==> src/rtl/significand_norm_round.sv <==
// -----------------------------------------------------------------------------
// significand_norm_round
//
// Normalizes and rounds the 2W-bit product of two normalized W-bit significands
// (hidden bit included) back to a W-bit significand. Two-stage elastic
// pipeline with valid/ready handshakes on both sides:
//   S1: picks the normalization window from the product MSB and extracts the
//       kept significand M, guard bit G and sticky bit S.
//   S2: applies the selected rounding mode, handles the all-ones carry-out
//       (post-normalization) and produces the exponent increment and flags.
//
// Ports
//   clk        sole clock, rising edge
//   rst        synchronous, active-high reset
//   Valid_i    upstream product valid
//   Ready_o    block can accept a product this cycle
//   Data_P_i   unsigned 2W-bit product
//   Sign_i     result sign, used by the directed rounding modes
//   Rmode_i    00 nearest-even, 01 toward zero, 10 toward +inf, 11 toward -inf
//   Valid_o    result valid
//   Ready_i    downstream accepts the result
//   Data_M_o   normalized, rounded significand (MSB = hidden bit)
//   Exp_inc_o  exponent increment, 0..2
//   Inexact_o  discarded bits were nonzero
//   Zero_o     product was zero
//
// W must be at least 3 so that both sticky windows are non-empty.
// -----------------------------------------------------------------------------
module significand_norm_round #(
    parameter int W = 24
) (
    input  logic           clk,
    input  logic           rst,
    input  logic           Valid_i,
    output logic           Ready_o,
    input  logic [2*W-1:0] Data_P_i,
    input  logic           Sign_i,
    input  logic [1:0]     Rmode_i,
    output logic           Valid_o,
    input  logic           Ready_i,
    output logic [W-1:0]   Data_M_o,
    output logic [1:0]     Exp_inc_o,
    output logic           Inexact_o,
    output logic           Zero_o
);

    localparam int PW = 2 * W;

    localparam logic [1:0] RM_RNE  = 2'b00;
    localparam logic [1:0] RM_RTZ  = 2'b01;
    localparam logic [1:0] RM_RPOS = 2'b10;
    localparam logic [1:0] RM_RNEG = 2'b11;

    // ------------------------------------------------------------------------
    // Stage 1 combinational: normalization window and guard/sticky extraction
    // ------------------------------------------------------------------------
    // Running OR of the low product bits: low_or[k] = |Data_P_i[k:0].
    // Both sticky windows are prefixes of this chain, so one chain serves both
    // the shifted (k = W-2) and unshifted (k = W-3) cases.
    logic [W-2:0] low_or;

    genvar gi;
    generate
        for (gi = 0; gi < W - 1; gi++) begin : g_sticky
            if (gi == 0) begin : g_first
                assign low_or[gi] = Data_P_i[gi];
            end else begin : g_chain
                assign low_or[gi] = low_or[gi-1] | Data_P_i[gi];
            end
        end
    endgenerate

    logic         n1_shift;
    logic [W-1:0] n1_m;
    logic         n1_g;
    logic         n1_s;
    logic         n1_zero;

    always_comb begin
        n1_shift = Data_P_i[PW-1];
        n1_zero  = ~|Data_P_i;
        if (n1_shift) begin
            n1_m = Data_P_i[PW-1:W];
            n1_g = Data_P_i[W-1];
            n1_s = low_or[W-2];
        end else begin
            // Also covers products with the top two bits clear; such inputs
            // are outside the multiplier contract and simply take this path.
            n1_m = Data_P_i[PW-2:W-1];
            n1_g = Data_P_i[W-2];
            n1_s = low_or[W-3];
        end
    end

    // ------------------------------------------------------------------------
    // Stage 1 registers
    // ------------------------------------------------------------------------
    logic         s1_valid_q, s1_valid_d;
    logic [W-1:0] s1_m_q,     s1_m_d;
    logic         s1_g_q,     s1_g_d;
    logic         s1_s_q,     s1_s_d;
    logic         s1_shift_q, s1_shift_d;
    logic         s1_zero_q,  s1_zero_d;
    logic         s1_sign_q,  s1_sign_d;
    logic [1:0]   s1_rmode_q, s1_rmode_d;

    // ------------------------------------------------------------------------
    // Stage 2 combinational: rounding and post-normalization
    // ------------------------------------------------------------------------
    logic         r2_up;
    logic         r2_all_ones;
    logic         r2_carry;
    logic [W-1:0] r2_m;
    logic [1:0]   r2_exp_inc;
    logic         r2_inexact;

    always_comb begin
        r2_inexact = s1_g_q | s1_s_q;

        unique case (s1_rmode_q)
            RM_RNE:  r2_up = s1_g_q & (s1_s_q | s1_m_q[0]);
            RM_RTZ:  r2_up = 1'b0;
            RM_RPOS: r2_up = r2_inexact & ~s1_sign_q;
            RM_RNEG: r2_up = r2_inexact &  s1_sign_q;
            default: r2_up = 1'b0;
        endcase

        r2_all_ones = &s1_m_q;

        // Rounding an all-ones significand overflows into the next binade:
        // the significand becomes 1.000... and the exponent gains one more.
        if (r2_up && r2_all_ones) begin
            r2_m     = {1'b1, {(W-1){1'b0}}};
            r2_carry = 1'b1;
        end else begin
            r2_m     = s1_m_q + {{(W-1){1'b0}}, r2_up};
            r2_carry = 1'b0;
        end

        r2_exp_inc = {1'b0, s1_shift_q} + {1'b0, r2_carry};
    end

    // ------------------------------------------------------------------------
    // Stage 2 (output) registers
    // ------------------------------------------------------------------------
    logic         s2_valid_q,   s2_valid_d;
    logic [W-1:0] s2_m_q,       s2_m_d;
    logic [1:0]   s2_exp_inc_q, s2_exp_inc_d;
    logic         s2_inexact_q, s2_inexact_d;
    logic         s2_zero_q,    s2_zero_d;

    // ------------------------------------------------------------------------
    // Handshake
    // ------------------------------------------------------------------------
    // S2 can load when it is empty or its current item leaves this cycle.
    // S1 can load when it is empty or its current item moves into S2.
    logic s2_take;
    logic s1_ready;
    logic accept;

    always_comb begin
        s2_take  = ~s2_valid_q | Ready_i;
        s1_ready = ~s1_valid_q | s2_take;
        Ready_o  = ~rst & s1_ready;
        accept   = Valid_i & Ready_o;
    end

    // ------------------------------------------------------------------------
    // Next-state logic
    // ------------------------------------------------------------------------
    always_comb begin
        s1_valid_d   = s1_valid_q;
        s1_m_d       = s1_m_q;
        s1_g_d       = s1_g_q;
        s1_s_d       = s1_s_q;
        s1_shift_d   = s1_shift_q;
        s1_zero_d    = s1_zero_q;
        s1_sign_d    = s1_sign_q;
        s1_rmode_d   = s1_rmode_q;

        s2_valid_d   = s2_valid_q;
        s2_m_d       = s2_m_q;
        s2_exp_inc_d = s2_exp_inc_q;
        s2_inexact_d = s2_inexact_q;
        s2_zero_d    = s2_zero_q;

        if (s1_ready) begin
            s1_valid_d = Valid_i;
            if (accept) begin
                s1_m_d     = n1_m;
                s1_g_d     = n1_g;
                s1_s_d     = n1_s;
                s1_shift_d = n1_shift;
                s1_zero_d  = n1_zero;
                s1_sign_d  = Sign_i;
                s1_rmode_d = Rmode_i;
            end
        end

        // Output data only changes when S2 is free to load, which keeps the
        // result stable for as long as downstream stalls.
        if (s2_take) begin
            s2_valid_d = s1_valid_q;
            if (s1_valid_q) begin
                s2_m_d       = r2_m;
                s2_exp_inc_d = r2_exp_inc;
                s2_inexact_d = r2_inexact;
                s2_zero_d    = s1_zero_q;
            end
        end
    end

    // ------------------------------------------------------------------------
    // State registers
    // ------------------------------------------------------------------------
    always_ff @(posedge clk) begin
        if (rst) begin
            s1_valid_q   <= 1'b0;
            s1_m_q       <= '0;
            s1_g_q       <= 1'b0;
            s1_s_q       <= 1'b0;
            s1_shift_q   <= 1'b0;
            s1_zero_q    <= 1'b0;
            s1_sign_q    <= 1'b0;
            s1_rmode_q   <= 2'b00;
            s2_valid_q   <= 1'b0;
            s2_m_q       <= '0;
            s2_exp_inc_q <= 2'b00;
            s2_inexact_q <= 1'b0;
            s2_zero_q    <= 1'b0;
        end else begin
            s1_valid_q   <= s1_valid_d;
            s1_m_q       <= s1_m_d;
            s1_g_q       <= s1_g_d;
            s1_s_q       <= s1_s_d;
            s1_shift_q   <= s1_shift_d;
            s1_zero_q    <= s1_zero_d;
            s1_sign_q    <= s1_sign_d;
            s1_rmode_q   <= s1_rmode_d;
            s2_valid_q   <= s2_valid_d;
            s2_m_q       <= s2_m_d;
            s2_exp_inc_q <= s2_exp_inc_d;
            s2_inexact_q <= s2_inexact_d;
            s2_zero_q    <= s2_zero_d;
        end
    end

    // ------------------------------------------------------------------------
    // Outputs
    // ------------------------------------------------------------------------
    assign Valid_o   = s2_valid_q;
    assign Data_M_o  = s2_m_q;
    assign Exp_inc_o = s2_exp_inc_q;
    assign Inexact_o = s2_inexact_q;
    assign Zero_o    = s2_zero_q;

endmodule
==> config.mk <==
export PLATFORM = sky130hd
export DESIGN_NAME = significand_norm_round
export DESIGN_NICKNAME = d
export VERILOG_FILES = /design/src/rtl/significand_norm_round.sv
export SDC_FILE = /design/constraint.sdc
export NUM_CORES = 1
export LEC_CHECK = 0
export CORE_ASPECT_RATIO = 0.9
export CORE_MARGIN = 2
export CORE_UTILIZATION = 49
export CTS_CLUSTER_DIAMETER = 80
export DETAILED_ROUTE_END_ITERATION = 7
export PLACE_DENSITY = 0.81
export SLEW_MARGIN = 10
export SYNTH_ARGS = -nofsm -noshare
export SYNTH_HDL_FRONTEND = slang
export SYNTH_SLANG_ARGS = --single-unit
==> constraint.sdc <==
create_clock -name clk -period 2.7 [get_ports clk]
set_input_delay 0.405 -clock clk [delete_from_list [all_inputs] [get_ports clk]]
set_output_delay 0.405 -clock clk [all_outputs]
set_load 0.1 [all_outputs]
### Yosys cells after proc, flatten, opt, wreduce, memory -nomap -nowiden

Cells that the tools add are included.

| storage, ports and cells | value |
|---|---|
| RAM bits | 0 |
| memory bits (read-only) | 0 |
| logic and storage cells | 66 |
| output and inout port bits | 30 |
| memories | 0 |
| bits in registers | 61 |
| latch bits | 0 |
| bits of input ports | 55 |

| cells by class | value |
|---|---|
| $mul | 0 |
| equal/unequal tests | 3 |
| div/mod/pow operators | 0 |
| order comparisons | 0 |
| bitwise logic cells | 35 |
| $add $sub $neg | 2 |
| mux-type cells | 6 |
| reduce and logical (&&, ||, !) cells | 7 |
| shift-type cells | 0 |

Operators by type and width:

| cell | count |
|---|---|
| 2-to-1 mux 24 bit | 2 |
| OR reduction 48 bit | 1 |
| bitwise OR 1 bit | 26 |
| adder 24 x 1 -> 24 bit | 1 |
| AND reduction 24 bit | 1 |
| AND 1 bit | 5 |
| equality test 2 bit (second input constant) | 2 |
| NOT 1 bit | 4 |
| one-hot mux 1 bit (4 select lines) | 1 |
| AND reduction 2 bit | 2 |
| 2-to-1 mux 1 bit | 3 |
| adder 1 x 1 -> 2 bit | 1 |
| equality test 2 x 1 -> 1 bit (second input constant) | 1 |
| logical NOT 2 bit | 1 |
| logical AND 1 bit | 1 |
| logical NOT 1 bit | 1 |

### Logic depth before layout (Yosys ltp)

| logic depth | value |
|---|---|
| depth in word-level cells | 23 |
| depth in mapped cells | 10 |

### Worst setup path before layout

Ideal clock, no wire load.

| timing path | value |
|---|---|
| kind | register to output |
| start | register s2_valid_q (netlist: Valid_o) |
| end | output port Ready_o |
| data arrival time | 2.235 ns |
| data required time | 2.295 ns |
| path buffers | 0 |
| cell stages (with the launch flop) | 4 |
| path slack | 0.060 ns |
| cells stage by stage | dfxtp_1 -> nand2b_1 -> nor2_1 -> nor2_1 |

| on the way | value |
|---|---|
| cells in the longest elaborated chain, start to end | 4 |

RTL lines:

| element | RTL line | source |
|---|---|---|
| start, declared | 146 | `logic s2_valid_q, s2_valid_d;` |
| start signal, assigned | 240 | `s2_valid_q <= s2_valid_d;` |
| NOT 1 bit | 162 | `s2_take = ~s2_valid_q \| Ready_i;` |
| bitwise OR 1 bit | 162 |  |
| bitwise OR 1 bit | 163 | `s1_ready = ~s1_valid_q \| s2_take;` |
| AND 1 bit | 164 | `Ready_o = ~rst & s1_ready;` |
| end, declared | 35 | `output logic Ready_o,` |

Every way passes these cells.

### Final worst setup path

| timing path | value |
|---|---|
| start | register s1_g_q |
| end | register s2_m_q[23] (netlist: Data_M_o[23]) |

| on the way | value |
|---|---|
| cells in the longest elaborated chain, start to end | 5 |

RTL lines:

| element | RTL line | source |
|---|---|---|
| start, declared | 100 | `logic s1_g_q, s1_g_d;` |
| start signal, assigned | 234 | `s1_g_q <= s1_g_d;` |
| bitwise OR 1 bit | 118 | `r2_inexact = s1_g_q \| s1_s_q;` |
| AND 1 bit (on tied branches) | 124, 123 |  |
| one-hot mux 1 bit (4 select lines) (*) | 120 | `unique case (s1_rmode_q)` |
| adder 24 x 1 -> 24 bit / logical AND 1 bit (equally long branches) | 136, 132 |  |
| 2-to-1 mux 24 bit (*) | 132 | `if (r2_up && r2_all_ones) begin` |
| end signal, assigned | 241 | `s2_m_q <= s2_m_d;` |
| end, declared | 147 | `logic [W-1:0] s2_m_q, s2_m_d;` |

Mark *: on every way between the ends. The rest lies on a longest branch, timed or not.
A chain may end at the register's enable or synchronous reset.

==> metrics <==
largest net degree at the start of global routing 62; grt ovf 0; H-tree depth 3; fillers 531; WL/cell 14.19 µm; Max stage delay cell, worst path and4_1; GRT busiest layer met1; non-filler cells, final 537; mapped cell area 3156 µm²; Area growth, synth to finish 30.85%; Slew Viols, Final 0; sw power 0.0006341 W; Total GRT Usage 0.2299; CTS Buf Count 9; Post-Syn Instances 374; met3 usage 0.04419; unique cell type count in the Yosys netlist 36; Via density 5.406; crit share post-route 0.8544; number of I/O port buffers 84; met2 usage 0.3323; Mean Syn Cell Area 8.437 µm²; critical path endpoint category flip-flop; Yosys warnings 0; Clock Power Share 0.347; overall routed net length 7618 µm; P per Cell Area 531.4 nW/µm²; die area 7099 µm²; CTS sink count 61; dominant synthesized flop cell dfxtp_1; CP startpoint kind flip-flop; FFs w/ async S/R, synth 0; initial antenna violation count 0; commonest non-fill, non-tap cell in the layout dfxtp_1; Post-CTS Setup Bufs 0; TritonCTS clock tree built; cts hold-fix bufs 0; CP cell instances nor2b_1 > o221a_2 > a21boi_0 > ha_1 > and4_1 > nand4_4 > nor4_4 > xnor2_1 > a311oi_1; combinational cell fraction of total power 0.193; clk_lat worst skew 330 ps; Final setup viols 0; met1 Usage GRT 0.3397; Leak 1.624 nW; RSZ-0062 raised after global routing no; share of layout cells above drive strength 1 0.1267; chip width 88.59 µm; Switching Share 0.2890; register area share after synthesis 0.3870; Period minus WS final 2307 ps; setup TNS 0 ps; number of global-route vias before repair 2662; row cnt 27; DR iter-0 viols 145; routed vias 2903; Buf/Inv on CP 0; Placer Congestion 0.8117; Seq pwr share 0.461; CTS max path bufs 2; Arr. time, crit path 2550 ps; f_max 433.5 MHz; ant diodes 0; global-route wire length before repair 12560 µm; Clock transition at path regs 60 ps; Starting Density 0.5104; most frequent cells in the layout dfxtp_1, clkdlybuf4s50_1, nand2_1; final hold vios 0; Post-synth EDFFs 0; CTS resizes 0; Critical Path Fanout Max 10; post-synthesis net count 432; post-route ant nets 0; Post-Route Skew 4.958 ps; maximum vdd drop 0.2313 mV; # nets final 505; root buffer cell clkbuf_8; Core Box Area 6182 µm²; Worst-Margin Slew 582.4 ps; DIE HEIGHT 80.13 µm; #FFs+latches synth 61; Crit path max-delay family simple AND/OR/NAND/NOR gates; internal power 0.001560 W; Placed Instances 523; Hold Crit Class flip-flop to flip-flop; max cap viols 0; # IOs 85; hpwl dp 5727 µm; outcome complete, no violations; first-pass detailed-route iteration total 4; DRC Markers 0; CP required 2940 ps; critical path class flip-flop to flip-flop; Critical Path Max Stage Delay 450 ps; Slew HR 0.6117
## synthesized netlist by cell type, types with 5 or more instances
cell      count  area share
a211oi_1     26       0.062
a21oi_1      25       0.040
and3_1        5      0.0099
and4_1        5       0.014
buf_2         5      0.0079
clkbuf_1     18       0.021
dfxtp_1      61        0.39
inv_1         5      0.0059
mux2i_1      24       0.076
nand2_1      47       0.056
nand3_1      27       0.043
nand3b_1      5       0.012
nand4_1      12       0.024
nor2_1       38       0.045
nor4_1       13       0.026
o21ai_0       5      0.0079
xnor2_1      14       0.039
xor2_1        8       0.022
## power by group through the flow
stage	Combinational (W)	Clock [W]	Sequential [W]
after floorplan	0.000174	0	0.00112
after global placement	0.000416	0	0.00103
after detailed placement	0.000421	0	0.00103
after CTS	0.000424	0.000770	0.00101
after global routing	0.000454	0.000813	0.00102
final	0.000423	0.000760	0.00101
## tightest hold or removal path, cell delays in order (launching register included)
cell	delay, ps
dfxtp_1	310
nand2_1	50
a21oi_1	50
## through the flow
stage	setup slack [ps]	hold WS (ps)	utilization	power [W]	instance area [µm²]
6_report	393.2	449.3	0.6679	0.002194	4129
5_1_grt	126.6	473.2	0.6679	0.002286	4129
4_1_cts	379.2	452.3	0.6679	0.002204	4129
3_5_place_dp	386.7	445.4	0.6387	0.001451	3949
3_3_place_gp	459.2	439.5	0.6387	0.001443	3949
2_1_floorplan	60.48	432.4	-	0.001291	3156
## routing by layer
metal	vias up	routed length, µm
met3	10	349
met4	0	86
met1	1317	3812
met5	-	0
met2	82	3370
li1	1494	-
## layout make-up
| class | instances | area [µm²] | area share |
|---|---|---|---|
| Multi-Input combinational cell | 281 | 1789 | 0.4333 |
| Inverter | 5 | 18.77 | 0.004545 |
| Sequential cell | 61 | 1221 | 0.2958 |
| Clock buffer | 12 | 145.1 | 0.03515 |
| Tap cell | 87 | 108.9 | 0.02636 |
| Timing Repair Buffer | 89 | 810.8 | 0.1964 |
| Clock inverter | 2 | 35.03 | 0.008485 |
## state kept, by name (all words and copies together) (netlist names)
| register | flops |
|---|---|
| s1_g_q | 1 |
| s1_valid_q | 1 |
| s1_s_q | 1 |
| s1_zero_q | 1 |
| Inexact_o | 1 |
| s1_m_q | 24 |
| s1_sign_q | 1 |
| Zero_o | 1 |
| Data_M_o | 24 |
| s1_shift_q | 1 |
| Exp_inc_o | 2 |
| Valid_o | 1 |
| s1_rmode_q | 2 |
## final timing paths
kind / startpoint / to / slack (ps) / depth (start not counted)
setup reg to reg: s1_g_q / Data_M_o[23] / 390 / 9
setup / recovery: s1_g_q / Data_M_o[23] / 390 / 9
hold reg to reg: Data_M_o[2] / Data_M_o[2] / 450 / 2
hold / removal: Data_M_o[2] / Data_M_o[2] / 450 / 2
## cells by family (layout without fill, tap and decap cells)
| kind of cell | count (synthesis) | count (layout) | synth area share |
|---|---|---|---|
| flip-flops | 61 | 61 | 0.3870 |
| multiplexers | 24 | 24 | 0.07613 |
| AO/OA/AOI/OAI | 63 | 63 | 0.1265 |
| AND/OR/NAND/NOR | 169 | 169 | 0.2914 |
| buffers and inverters | 32 | 108 | 0.04599 |
| adder cells (fa/ha/maj) | 3 | 3 | 0.01190 |
| XOR/XNOR | 22 | 22 | 0.06106 |
Power figures use the tool's default switching activity.
